File: config.mk
export PLATFORM = sky130hd
export DESIGN_NAME = xadc_mux_scanner_flat
export DESIGN_NICKNAME = d
export VERILOG_FILES = /design/src/rtl/xadc_scan_pkg.sv /design/src/rtl/xadc_mux_scanner_if.sv /design/src/rtl/mask_priority_enc.sv /design/src/rtl/xadc_mux_scanner.sv /design/src/flat_wrapper.sv
export SDC_FILE = /design/constraint.sdc
export NUM_CORES = 1
export LEC_CHECK = 0
export BUFFER_PORTS_ARGS = -buffer_cell sky130_fd_sc_hd__buf_2
export CORE_MARGIN = 2
export CORE_UTILIZATION = 50
export DETAILED_ROUTE_END_ITERATION = 16
export PLACE_DENSITY_LB_ADDON = 0.25
export SKIP_LAST_GASP = 1
export SYNTH_ARGS = -nofsm -noshare
export SYNTH_HDL_FRONTEND = slang
export SYNTH_SLANG_ARGS = --single-unit
export TNS_END_PERCENT = 50
File: constraint.sdc
create_clock -name S_AXI_ACLK -period 2 [get_ports S_AXI_ACLK]
set_input_delay 0.2 -clock S_AXI_ACLK [delete_from_list [all_inputs] [get_ports S_AXI_ACLK]]
set_output_delay 0.2 -clock S_AXI_ACLK [all_outputs]
set_load 0.02 [all_outputs]
File: src/rtl/xadc_scan_pkg.sv
// Shared constants and state encoding for the external-mux XADC scanner.
package xadc_scan_pkg;

  localparam int NUM_CH      = 16;
  localparam int DATA_W      = 12;
  localparam int CH_W        = $clog2(NUM_CH);
  localparam int PTR_W       = CH_W + 1;  // extra bit so "past last channel" is representable
  localparam int TIMEOUT_DEF = 1024;

  typedef enum logic [2:0] {
    ST_IDLE,
    ST_SELECT,
    ST_SETTLE,
    ST_CONVERT,
    ST_WAIT_EOC,
    ST_STORE
  } state_e;

endpackage

File: src/rtl/xadc_mux_scanner_if.sv
// Signal bundle between the register bank / XADC wrapper (master) and the scanner (slave).
interface xadc_mux_scanner_if;
  import xadc_scan_pkg::*;

  // No back-pressure anywhere: scan_start is a one-cycle request accepted only while
  // busy is low; convst, res_valid and scan_done are one-cycle strobes the consumer must take.
  logic              scan_start;
  logic              continuous;
  logic [NUM_CH-1:0] ch_mask;
  logic [15:0]       settle_cycles;
  logic              err_clr;
  logic [CH_W-1:0]   XADC_MUXADDR;
  logic              convst;
  logic              adc_eoc;
  logic [15:0]       adc_data;
  logic              res_valid;
  logic [CH_W-1:0]   res_ch;
  logic [DATA_W-1:0] res_data;
  logic              busy;
  logic              scan_done;
  logic              timeout_err;

  modport slave (
    input  scan_start, continuous, ch_mask, settle_cycles, err_clr, adc_eoc, adc_data,
    output XADC_MUXADDR, convst, res_valid, res_ch, res_data, busy, scan_done, timeout_err
  );

  modport master (
    output scan_start, continuous, ch_mask, settle_cycles, err_clr, adc_eoc, adc_data,
    input  XADC_MUXADDR, convst, res_valid, res_ch, res_data, busy, scan_done, timeout_err
  );

endinterface

File: src/rtl/mask_priority_enc.sv
// Lowest enabled channel at or above the search pointer; ptr_i >= NUM_CH finds nothing.
module mask_priority_enc
  import xadc_scan_pkg::*;
(
  input  logic [NUM_CH-1:0] mask_i,
  input  logic [PTR_W-1:0]  ptr_i,
  output logic              found_o,
  output logic [CH_W-1:0]   idx_o
);

  always_comb begin
    found_o = 1'b0;
    idx_o   = '0;
    // Descending scan so the lowest qualifying bit is the last one written.
    for (int i = NUM_CH - 1; i >= 0; i--) begin
      if (mask_i[i] && (PTR_W'(i) >= ptr_i)) begin
        found_o = 1'b1;
        idx_o   = CH_W'(i);
      end
    end
  end

endmodule

File: src/rtl/xadc_mux_scanner.sv
// Walks enabled mux channels, settles, triggers one XADC conversion each and emits tagged results.
module xadc_mux_scanner
  import xadc_scan_pkg::*;
#(
  parameter int TIMEOUT = TIMEOUT_DEF
) (
  input  logic                S_AXI_ACLK,
  input  logic                rst,
  xadc_mux_scanner_if.slave   xif,
  output state_e              dbg_state_o
);

  localparam int TMO_W = (TIMEOUT > 2) ? $clog2(TIMEOUT) : 1;

  state_e            state_q, state_d;
  logic [NUM_CH-1:0] mask_q;
  logic [15:0]       settle_q;
  logic [15:0]       settle_cnt_q;
  logic [PTR_W-1:0]  ptr_q;
  logic [CH_W-1:0]   ch_q;
  logic [TMO_W-1:0]  tmo_q;
  logic [CH_W-1:0]   res_ch_q;
  logic [DATA_W-1:0] res_data_q;
  logic              scan_done_q;
  logic              err_q;
  logic              restart_q;

  logic              found;
  logic [CH_W-1:0]   found_idx;
  logic              tmo_hit;
  logic              unused_adc_lsbs;

  mask_priority_enc u_enc (
    .mask_i  (mask_q),
    .ptr_i   (ptr_q),
    .found_o (found),
    .idx_o   (found_idx)
  );

  // Fires so that timeout_err becomes visible exactly TIMEOUT cycles after convst.
  assign tmo_hit         = (tmo_q == TMO_W'(TIMEOUT - 2));
  assign unused_adc_lsbs = ^xif.adc_data[15-DATA_W:0];

  always_ff @(posedge S_AXI_ACLK) begin
    if (rst) state_q <= ST_IDLE;
    else     state_q <= state_d;
  end

  always_comb begin
    state_d = state_q;
    case (state_q)
      ST_IDLE:     if (xif.scan_start) state_d = ST_SELECT;
      ST_SELECT: begin
        if (restart_q)           state_d = ST_SELECT;
        else if (found)          state_d = ST_SETTLE;
        else if (xif.continuous) state_d = ST_SELECT;
        else                     state_d = ST_IDLE;
      end
      ST_SETTLE:   if (settle_cnt_q <= 16'd1) state_d = ST_CONVERT;
      ST_CONVERT:  state_d = ST_WAIT_EOC;
      ST_WAIT_EOC: begin
        if (xif.adc_eoc)  state_d = ST_STORE;
        else if (tmo_hit) state_d = ST_SELECT;
      end
      ST_STORE:    state_d = ST_SELECT;
      default:     state_d = ST_IDLE;
    endcase
  end

  always_comb begin
    xif.convst    = (state_q == ST_CONVERT);
    xif.res_valid = (state_q == ST_STORE);
    xif.busy      = (state_q != ST_IDLE);
  end

  always_ff @(posedge S_AXI_ACLK) begin
    if (rst) begin
      mask_q       <= '0;
      settle_q     <= '0;
      settle_cnt_q <= '0;
      ptr_q        <= '0;
      ch_q         <= '0;
      tmo_q        <= '0;
      res_ch_q     <= '0;
      res_data_q   <= '0;
      scan_done_q  <= 1'b0;
      err_q        <= 1'b0;
      restart_q    <= 1'b0;
    end else begin
      scan_done_q <= 1'b0;
      if (xif.err_clr) err_q <= 1'b0;
      case (state_q)
        ST_IDLE: if (xif.scan_start) begin
          mask_q    <= xif.ch_mask;
          settle_q  <= xif.settle_cycles;
          ptr_q     <= '0;
          restart_q <= 1'b0;
        end
        ST_SELECT: begin
          // A continuous wrap spends one idle-like cycle before searching again.
          if (restart_q) begin
            restart_q <= 1'b0;
            ptr_q     <= '0;
          end else if (found) begin
            ch_q         <= found_idx;
            settle_cnt_q <= settle_q;
          end else begin
            scan_done_q <= 1'b1;
            restart_q   <= xif.continuous;
            ptr_q       <= '0;
          end
        end
        ST_SETTLE:  if (settle_cnt_q != 16'd0) settle_cnt_q <= settle_cnt_q - 16'd1;
        ST_CONVERT: tmo_q <= '0;
        ST_WAIT_EOC: begin
          if (xif.adc_eoc) begin
            res_data_q <= xif.adc_data[15 -: DATA_W];
            res_ch_q   <= ch_q;
          end else if (tmo_hit) begin
            err_q <= 1'b1;
            ptr_q <= PTR_W'(ch_q) + PTR_W'(1);
          end else begin
            tmo_q <= tmo_q + TMO_W'(1);
          end
        end
        ST_STORE:   ptr_q <= PTR_W'(ch_q) + PTR_W'(1);
        default:    ;
      endcase
    end
  end

  assign xif.XADC_MUXADDR = ch_q;
  assign xif.res_ch       = res_ch_q;
  assign xif.res_data     = res_data_q;
  assign xif.scan_done    = scan_done_q;
  assign xif.timeout_err  = err_q;
  assign dbg_state_o      = state_q;

endmodule

File: src/flat_wrapper.sv
// flat-port wrapper written by rule: the top's interface ports become plain ports
module xadc_mux_scanner_flat import xadc_scan_pkg::*;
#(
  parameter int TIMEOUT = TIMEOUT_DEF
)
  (S_AXI_ACLK, rst, dbg_state_o, xif_scan_start, xif_continuous, xif_ch_mask, xif_settle_cycles, xif_err_clr, xif_adc_eoc, xif_adc_data, xif_XADC_MUXADDR, xif_convst, xif_res_valid, xif_res_ch, xif_res_data, xif_busy, xif_scan_done, xif_timeout_err);
  xadc_mux_scanner_if xif_i ();
  input  logic S_AXI_ACLK;
  input  logic rst;
  output state_e dbg_state_o;
  input wire logic [$bits(xif_i.scan_start)-1:0] xif_scan_start;
  input wire logic [$bits(xif_i.continuous)-1:0] xif_continuous;
  input wire logic [$bits(xif_i.ch_mask)-1:0] xif_ch_mask;
  input wire logic [$bits(xif_i.settle_cycles)-1:0] xif_settle_cycles;
  input wire logic [$bits(xif_i.err_clr)-1:0] xif_err_clr;
  input wire logic [$bits(xif_i.adc_eoc)-1:0] xif_adc_eoc;
  input wire logic [$bits(xif_i.adc_data)-1:0] xif_adc_data;
  output wire logic [$bits(xif_i.XADC_MUXADDR)-1:0] xif_XADC_MUXADDR;
  output wire logic [$bits(xif_i.convst)-1:0] xif_convst;
  output wire logic [$bits(xif_i.res_valid)-1:0] xif_res_valid;
  output wire logic [$bits(xif_i.res_ch)-1:0] xif_res_ch;
  output wire logic [$bits(xif_i.res_data)-1:0] xif_res_data;
  output wire logic [$bits(xif_i.busy)-1:0] xif_busy;
  output wire logic [$bits(xif_i.scan_done)-1:0] xif_scan_done;
  output wire logic [$bits(xif_i.timeout_err)-1:0] xif_timeout_err;
  assign xif_i.scan_start = xif_scan_start;
  assign xif_i.continuous = xif_continuous;
  assign xif_i.ch_mask = xif_ch_mask;
  assign xif_i.settle_cycles = xif_settle_cycles;
  assign xif_i.err_clr = xif_err_clr;
  assign xif_i.adc_eoc = xif_adc_eoc;
  assign xif_i.adc_data = xif_adc_data;
  assign xif_XADC_MUXADDR = xif_i.XADC_MUXADDR;
  assign xif_convst = xif_i.convst;
  assign xif_res_valid = xif_i.res_valid;
  assign xif_res_ch = xif_i.res_ch;
  assign xif_res_data = xif_i.res_data;
  assign xif_busy = xif_i.busy;
  assign xif_scan_done = xif_i.scan_done;
  assign xif_timeout_err = xif_i.timeout_err;
  xadc_mux_scanner #(.TIMEOUT(TIMEOUT)) u_core (.S_AXI_ACLK(S_AXI_ACLK), .rst(rst), .xif(xif_i), .dbg_state_o(dbg_state_o));
endmodule
# Word-level counts from Yosys, hierarchy flattened
# Cells that the tools add are included.
[totals]
out_inout_bits = 28
memories = 0
input_bits = 54
latchBits = 0
mem_bits_ro = 0
ram_bits = 0
register_bits = 89
[op_classes]
div_mod_pow = 0
reduce_logical = 32
n_eq_ne = 16
magnitude_cmp = 17
n_shift = 0
mux = 62
mul = 0
n_addsub = 3
n_bitwise = 2
[ops]
columns = ["cell", "n"]
rows = [
  ["$mux W4", 16],
  ["$mux W16", 3],
  ["$ge A4 B5 Y1 const A", 8],
  ["$pmux W16 S2", 1],
  ["$mux W1", 25],
  ["$mux W5", 5],
  ["$ge A3 B5 Y1 const A", 4],
  ["$mux W10", 2],
  ["$pmux W10 S2", 1],
  ["$pmux W5 S4", 1],
  ["$mux W3", 6],
  ["$pmux W3 S6", 1],
  ["$le A16 B1 Y1 const B", 1],
  ["$logic_and A1 B1 Y1", 16],
  ["$reduce_bool A16 Y1", 1],
  ["$sub A16 B1 Y16 const B", 1],
  ["$add A10 B1 Y10 const B", 1],
  ["$eq A10 B10 Y1 const B", 1],
  ["$ge A1 B5 Y1 const A", 2],
  ["$ge A2 B5 Y1 const A", 2],
  ["$reduce_and A3 Y1", 3],
  ["$ne A2 B1 Y1 const B", 4],
  ["$ne A2 B2 Y1 const B", 4],
  ["$eq A3 B2 Y1 const B", 2],
  ["14 further kinds", 21],
]

# Depth between registers and ports, before layout
[logic_depth]
ltp_word = 21
depth_mapped = 9
mapped_depth_nobuf = 8

# Hierarchy
# A second synthesis with hierarchy kept.
[unflattened]
cells_unflattened = 586
area_unflattened_um2 = 4450.5
[by_module_without_submodules]
columns = ["module", "cells_per_inst", "n_inst", "area_each_um2"]
rows = [
  ["xadc_mux_scanner", 509, 1, 3971.3],
  ["mask_priority_enc", 77, 1, 479.2],
]

# Worst setup path after synthesis
# No wires, ideal clock.
[synth_path]
kind = "register to register"
start = "register u_core.state_q[1], in the netlist u_core.dbg_state_o[1]"
end = "register u_core.tmo_q[6]"
t_arrival_ps = 2198
t_required_ps = 1876
n_path_buf = 2
stages_incl_launch_ff = 8
path_slack_ps = -322
path_cell_list = "dfxtp_1 > clkbuf_1 > nor3b_1 > a21oi_1 > clkbuf_1 > nor3b_1 > xnor2_1 > nor2_1"
[synth_via]
elab_chain_len = 3
word_cells_on_any_way = 7
[synth_rtl]
columns = ["item", "line_no", "text"]
rows = [
  ["start, declared", "xadc_mux_scanner.sv:15", "state_e state_q, state_d;"],
  ["start signal, assigned", "xadc_mux_scanner.sv:46", "else state_q <= state_d;"],
  ["$eq A3 B2 Y1 (*)", "-", ""],
  ["net xif_convst", "flat_wrapper.sv:19", "output wire logic [$bits(xif_i.convst)-1:0] xif_convst;"],
  ["$reduce_bool A2 Y1 (no line)", "-", ""],
  ["$reduce_and A3 Y1 (no line)", "-", ""],
  ["end signal, assigned", "xadc_mux_scanner.sv:123", "tmo_q <= tmo_q + TMO_W'(1);"],
  ["end, declared", "xadc_mux_scanner.sv:21", "logic [TMO_W-1:0] tmo_q;"],
]
# Mark *: on every way through the listed nets, which the timed path passes. The rest lies on a longest branch.
# A chain may end at the register's enable or synchronous reset.

# Worst setup path in the final report
[layout_path]
start = "register u_core.ptr_q[0]"
end = "register u_core.ptr_q[0]"
[layout_via]
elab_chain_len = 20
word_cells_on_any_way = 50
[layout_rtl]
columns = ["item", "line_no", "text"]
rows = [
  ["start, declared", "xadc_mux_scanner.sv:19", "logic [PTR_W-1:0] ptr_q;"],
  ["start signal, assigned", "xadc_mux_scanner.sv:121", "ptr_q <= PTR_W'(ch_q) + PTR_W'(1);"],
  ["start signal, assigned", "xadc_mux_scanner.sv:126", "ST_STORE: ptr_q <= PTR_W'(ch_q) + PTR_W'(1);"],
  ["$ge A4 B5 Y1", "mask_priority_enc.sv:16", "if (mask_i[i] && (PTR_W'(i) >= ptr_i)) begin"],
  ["$logic_and A1 B1 Y1", "mask_priority_enc.sv:16", ""],
  ["$mux W1 (15 in a row)", "mask_priority_enc.sv:16", ""],
  ["$mux W1 (*)", "mask_priority_enc.sv:16", ""],
  ["$ne A3 B2 Y1 (no line) (*)", "-", ""],
  ["$reduce_and A5 Y1 (no line) (*)", "-", ""],
]
# Mark *: on every way between the ends. The rest lies on a longest branch, timed or not.

==> flow_summary.toml <==
[synthesis]
asyncSetResetFlopFracSynth_pct = 0
synth.ff_latch_count = 89
synth_nets = 639
post-synth-top-area-fraction_pct = 40.7
yosys.area.top_type = "sky130_fd_sc_hd__dfxtp_1"
count_of_flip_flops_with_a_built_in_enable_after_synthesis = 0
postSynthAreaPerCell_um2 = 7.56
netlist_instances = 580
yosys_warnings = 0
ys_top_cells_by_area = "sky130_fd_sc_hd__dfxtp_1 41%, sky130_fd_sc_hd__nand2_1 11%, sky130_fd_sc_hd__a21oi_1 9.6%"
synth_cell_type_count = 56
seq_area_frac_synth_pct = 40.7
syn-cell-area_um2 = 4380
yosys_most_used_dff = "sky130_fd_sc_hd__dfxtp_1"

[clocking]
clk_transition_reported_paths_ns = 0.10
tritoncts = "done"
clk_root_buffer_cell = "sky130_fd_sc_hd__clkbuf_8"
post_cts_hold_buffer_count = 0
tritoncts.num_buffers = 9
clock_latency_ns = 0.38
ctsLongestPathBuffers = 2
clock_sink_count = 89
ctsHtreeMaxLevel = 3

[power_and_ir_drop]
vdd_ir_drop_max_v = 0.000710
power_w = 0.00807
power.leakage_nw = 2.33
power.density_nw_per_um2 = 1410

[critical_path]
data_arrival_time_of_the_worst_path_ns = 2.38
critical_path_required_ns = 2.30
worst_r2r_endpoint = "u_core.ptr_q[0]"
crit_type = "flop to flop"
r2r_slack_ns = -0.08
worstReg2RegStart = "u_core.ptr_q[0]"
startpoint_kind_of_the_worst_setup_timing_path = "flop"
worst-path-max-fanout = 6
path_delay_family = "simple AND/OR/NAND/NOR gates"
crit_path_cell_trace = "buf_4 > nand4_2 > o211ai_2 > and4b_2 > a31oi_4 > or4_1 > a21oi_2"
worst-path-buf-inv = 1
cpMaxStageDelayCell = "sky130_fd_sc_hd__or4_1"
reg2regPathDepth = 7
setup.worst_path.end_class = "flop"
critPathMaxStageDelay_ns = 0.53

[global_routing]
grt_overflow_total = 0
global_route_wire_length_before_repair_um = 20300
first_global_vias = 4451
grt_usage_pct = 25.3
initial_antenna_violation_count = 0
grt_max_degree = 33

[drt]
route.final.wire_length_um = 11700
drcViolationCount = 0
wire_length_per_cell_um = 14.3
viasPerCell = 5.71
ant_nets = 0
initialDrtViolationCount = 228
dr_total_vias = 4689
initial_drt_pass_iterations = 5

[worst_hold_path]
min_path_type = "input pin to flop"
worst_hold_launch = "xif_adc_data[6]"
holdPathEnd = "u_core.xif.res_data[2]"
worstHoldPathCells = 3

[die]
initial_utilization_pct = 51.0
die_area_um2 = 9530
pin_count = 82
rows = 34
chipHeight_um = 97.6
design.core.area_um2 = 8590
die-width_um = 97.6

[sta]
finalCriticalPeriod_ns = 2.08
timing.final.max_slew_violations = 0
setup_viol = 7
timing_hold_violations_final = 0
worst_slew_margin_relative_to_its_limit_pct = 63.9
layout_setup_ws_ns = -0.0806
clock-skew-final_ns = 0.0177
fin_crit_sh_pct = 104
timing.setup.tns_ns = -0.252
tightest_slew_ns = 0.540
grt_setup_unrepaired = "true"
max_freq_ghz = 0.481

[finish]
area_growth_pct = 30.9
layout.cells.most_common_list = "131 x sky130_fd_sc_hd__nand2_1, 82 x sky130_fd_sc_hd__dfxtp_1, 81 x sky130_fd_sc_hd__a21oi_1"
finish.utilization_pct = 66.7
nets = 767
final_layout_size_suffix_gt1_share_pct = 28.9
fin_area_um2 = 5740
antennaDiodeCount = 0
final_common_cell = "sky130_fd_sc_hd__nand2_1"
n_fill_cell = 743

[placed_design]
numPortBuffers = 77
dpl-instance-area_um2 = 5300
dpl.hpwl_um = 8330
routabilityCongestion = 0.953
placement.setup.worst_slack_ns = -0.143

[run_status]
status = "finished, violations left"
failed_checks = "setup timing"

[job]
maxCapViolations = 0
routing by layer:
layer	global-route usage, %	part of all wire [%]	wire (um)
met2	43.0	49	5780
met4	8.55	1.5	182
met1	32.5	43	5060
met3	4.46	6.1	720
met5	0	0	0
logic make-up after synthesis:
logic type	Yosys count	share of synthesized area, %
buffers and inverters	47	4.82
flip-flops	89	40.7
XOR/XNOR	9	1.80
AND/OR/NAND/NOR	266	28.5
adder cells (fa/ha/maj)	5	1.43
AO/OA/AOI/OAI	164	22.8
cell type report:
cell class	count	area, um^2	share of cell area, %
clock buffers	10	128	2.23
repair buffers	153	987	17.2
well taps	108	135	2.36
flip-flops and latches	89	1800	31.3
multi-input cells	444	2510	43.7
clock inverters	6	138	2.40
inverters	11	41.3	0.720
Yosys cell counts, types with 5 or more instances:
master	instances
sky130_fd_sc_hd__nand2_1	133
sky130_fd_sc_hd__dfxtp_1	89
sky130_fd_sc_hd__a21oi_1	84
sky130_fd_sc_hd__o21ai_0	32
sky130_fd_sc_hd__nor2_1	28
sky130_fd_sc_hd__nand3_1	27
sky130_fd_sc_hd__clkbuf_1	26
sky130_fd_sc_hd__nor3_1	18
sky130_fd_sc_hd__inv_1	10
sky130_fd_sc_hd__nand4_1	8
sky130_fd_sc_hd__nor4_1	8
sky130_fd_sc_hd__and2_1	7
sky130_fd_sc_hd__a31oi_1	6
sky130_fd_sc_hd__o31ai_1	6
sky130_fd_sc_hd__xnor2_1	6
sky130_fd_sc_hd__ha_1	5
sky130_fd_sc_hd__nor2b_1	5
sky130_fd_sc_hd__nor3b_1	5
where the power goes:
group / internal, W / total, W / switching (W)
clock: 0.000966 / 0.00164 / 0.000670
combinational: 0.00176 / 0.00408 / 0.00232
sequential: 0.00206 / 0.00236 / 0.000303
total: 0.00478 / 0.00807 / 0.00329
state kept, by name (all words and copies together) (netlist names):
register,count
u_core.xif.res_ch,4
u_core.xif.XADC_MUXADDR,4
u_core.xif.scan_done,1
u_core.dbg_state_o,3
u_core.xif.timeout_err,1
u_core.ptr_q,5
u_core.xif.res_data,12
u_core.restart_q,1
u_core.tmo_q,10
u_core.mask_q,16
u_core.settle_q,16
u_core.settle_cnt_q,16
tightest hold or removal path, delay by kind of cell:
kind / cells / cell delay [ns]
buf+inv: 1 / 0.10
simple gates: 1 / 0.05
compound gates: 1 / 0.05
worst max path at each step:
stage	cells past startpoint	end	startpoint
3_5_place_dp	8	u_core.settle_cnt_q[6]	u_core.ptr_q[1]
6_report	7	u_core.ptr_q[0]	u_core.ptr_q[0]
3_3_place_gp	7	u_core.ptr_q[4]	u_core.ptr_q[1]
4_1_cts	8	u_core.settle_cnt_q[10]	u_core.ptr_q[3]
2_1_floorplan	8	u_core.tmo_q[6]	u_core.dbg_state_o[1]
5_1_grt	7	u_core.ptr_q[0]	u_core.ptr_q[3]
stage by stage:
| step | hold WS, ns | cells |
|---|---|---|
| after global placement | 0.440 | 799 |
| after floorplan | 0.336 | 580 |
| after CTS | 0.0476 | 818 |
| final | 0.0536 | 821 |
| after detailed placement | 0.445 | 799 |
| after global routing | 0.0663 | 821 |
repair_timing:
action	CTS	global route
buffers inserted	3	3
resized for setup	15	24
endpoints found under the hold margin	0	0
endpoints found under the setup margin	34	34
pin swaps	3	8
Power figures use the tool's default switching activity.
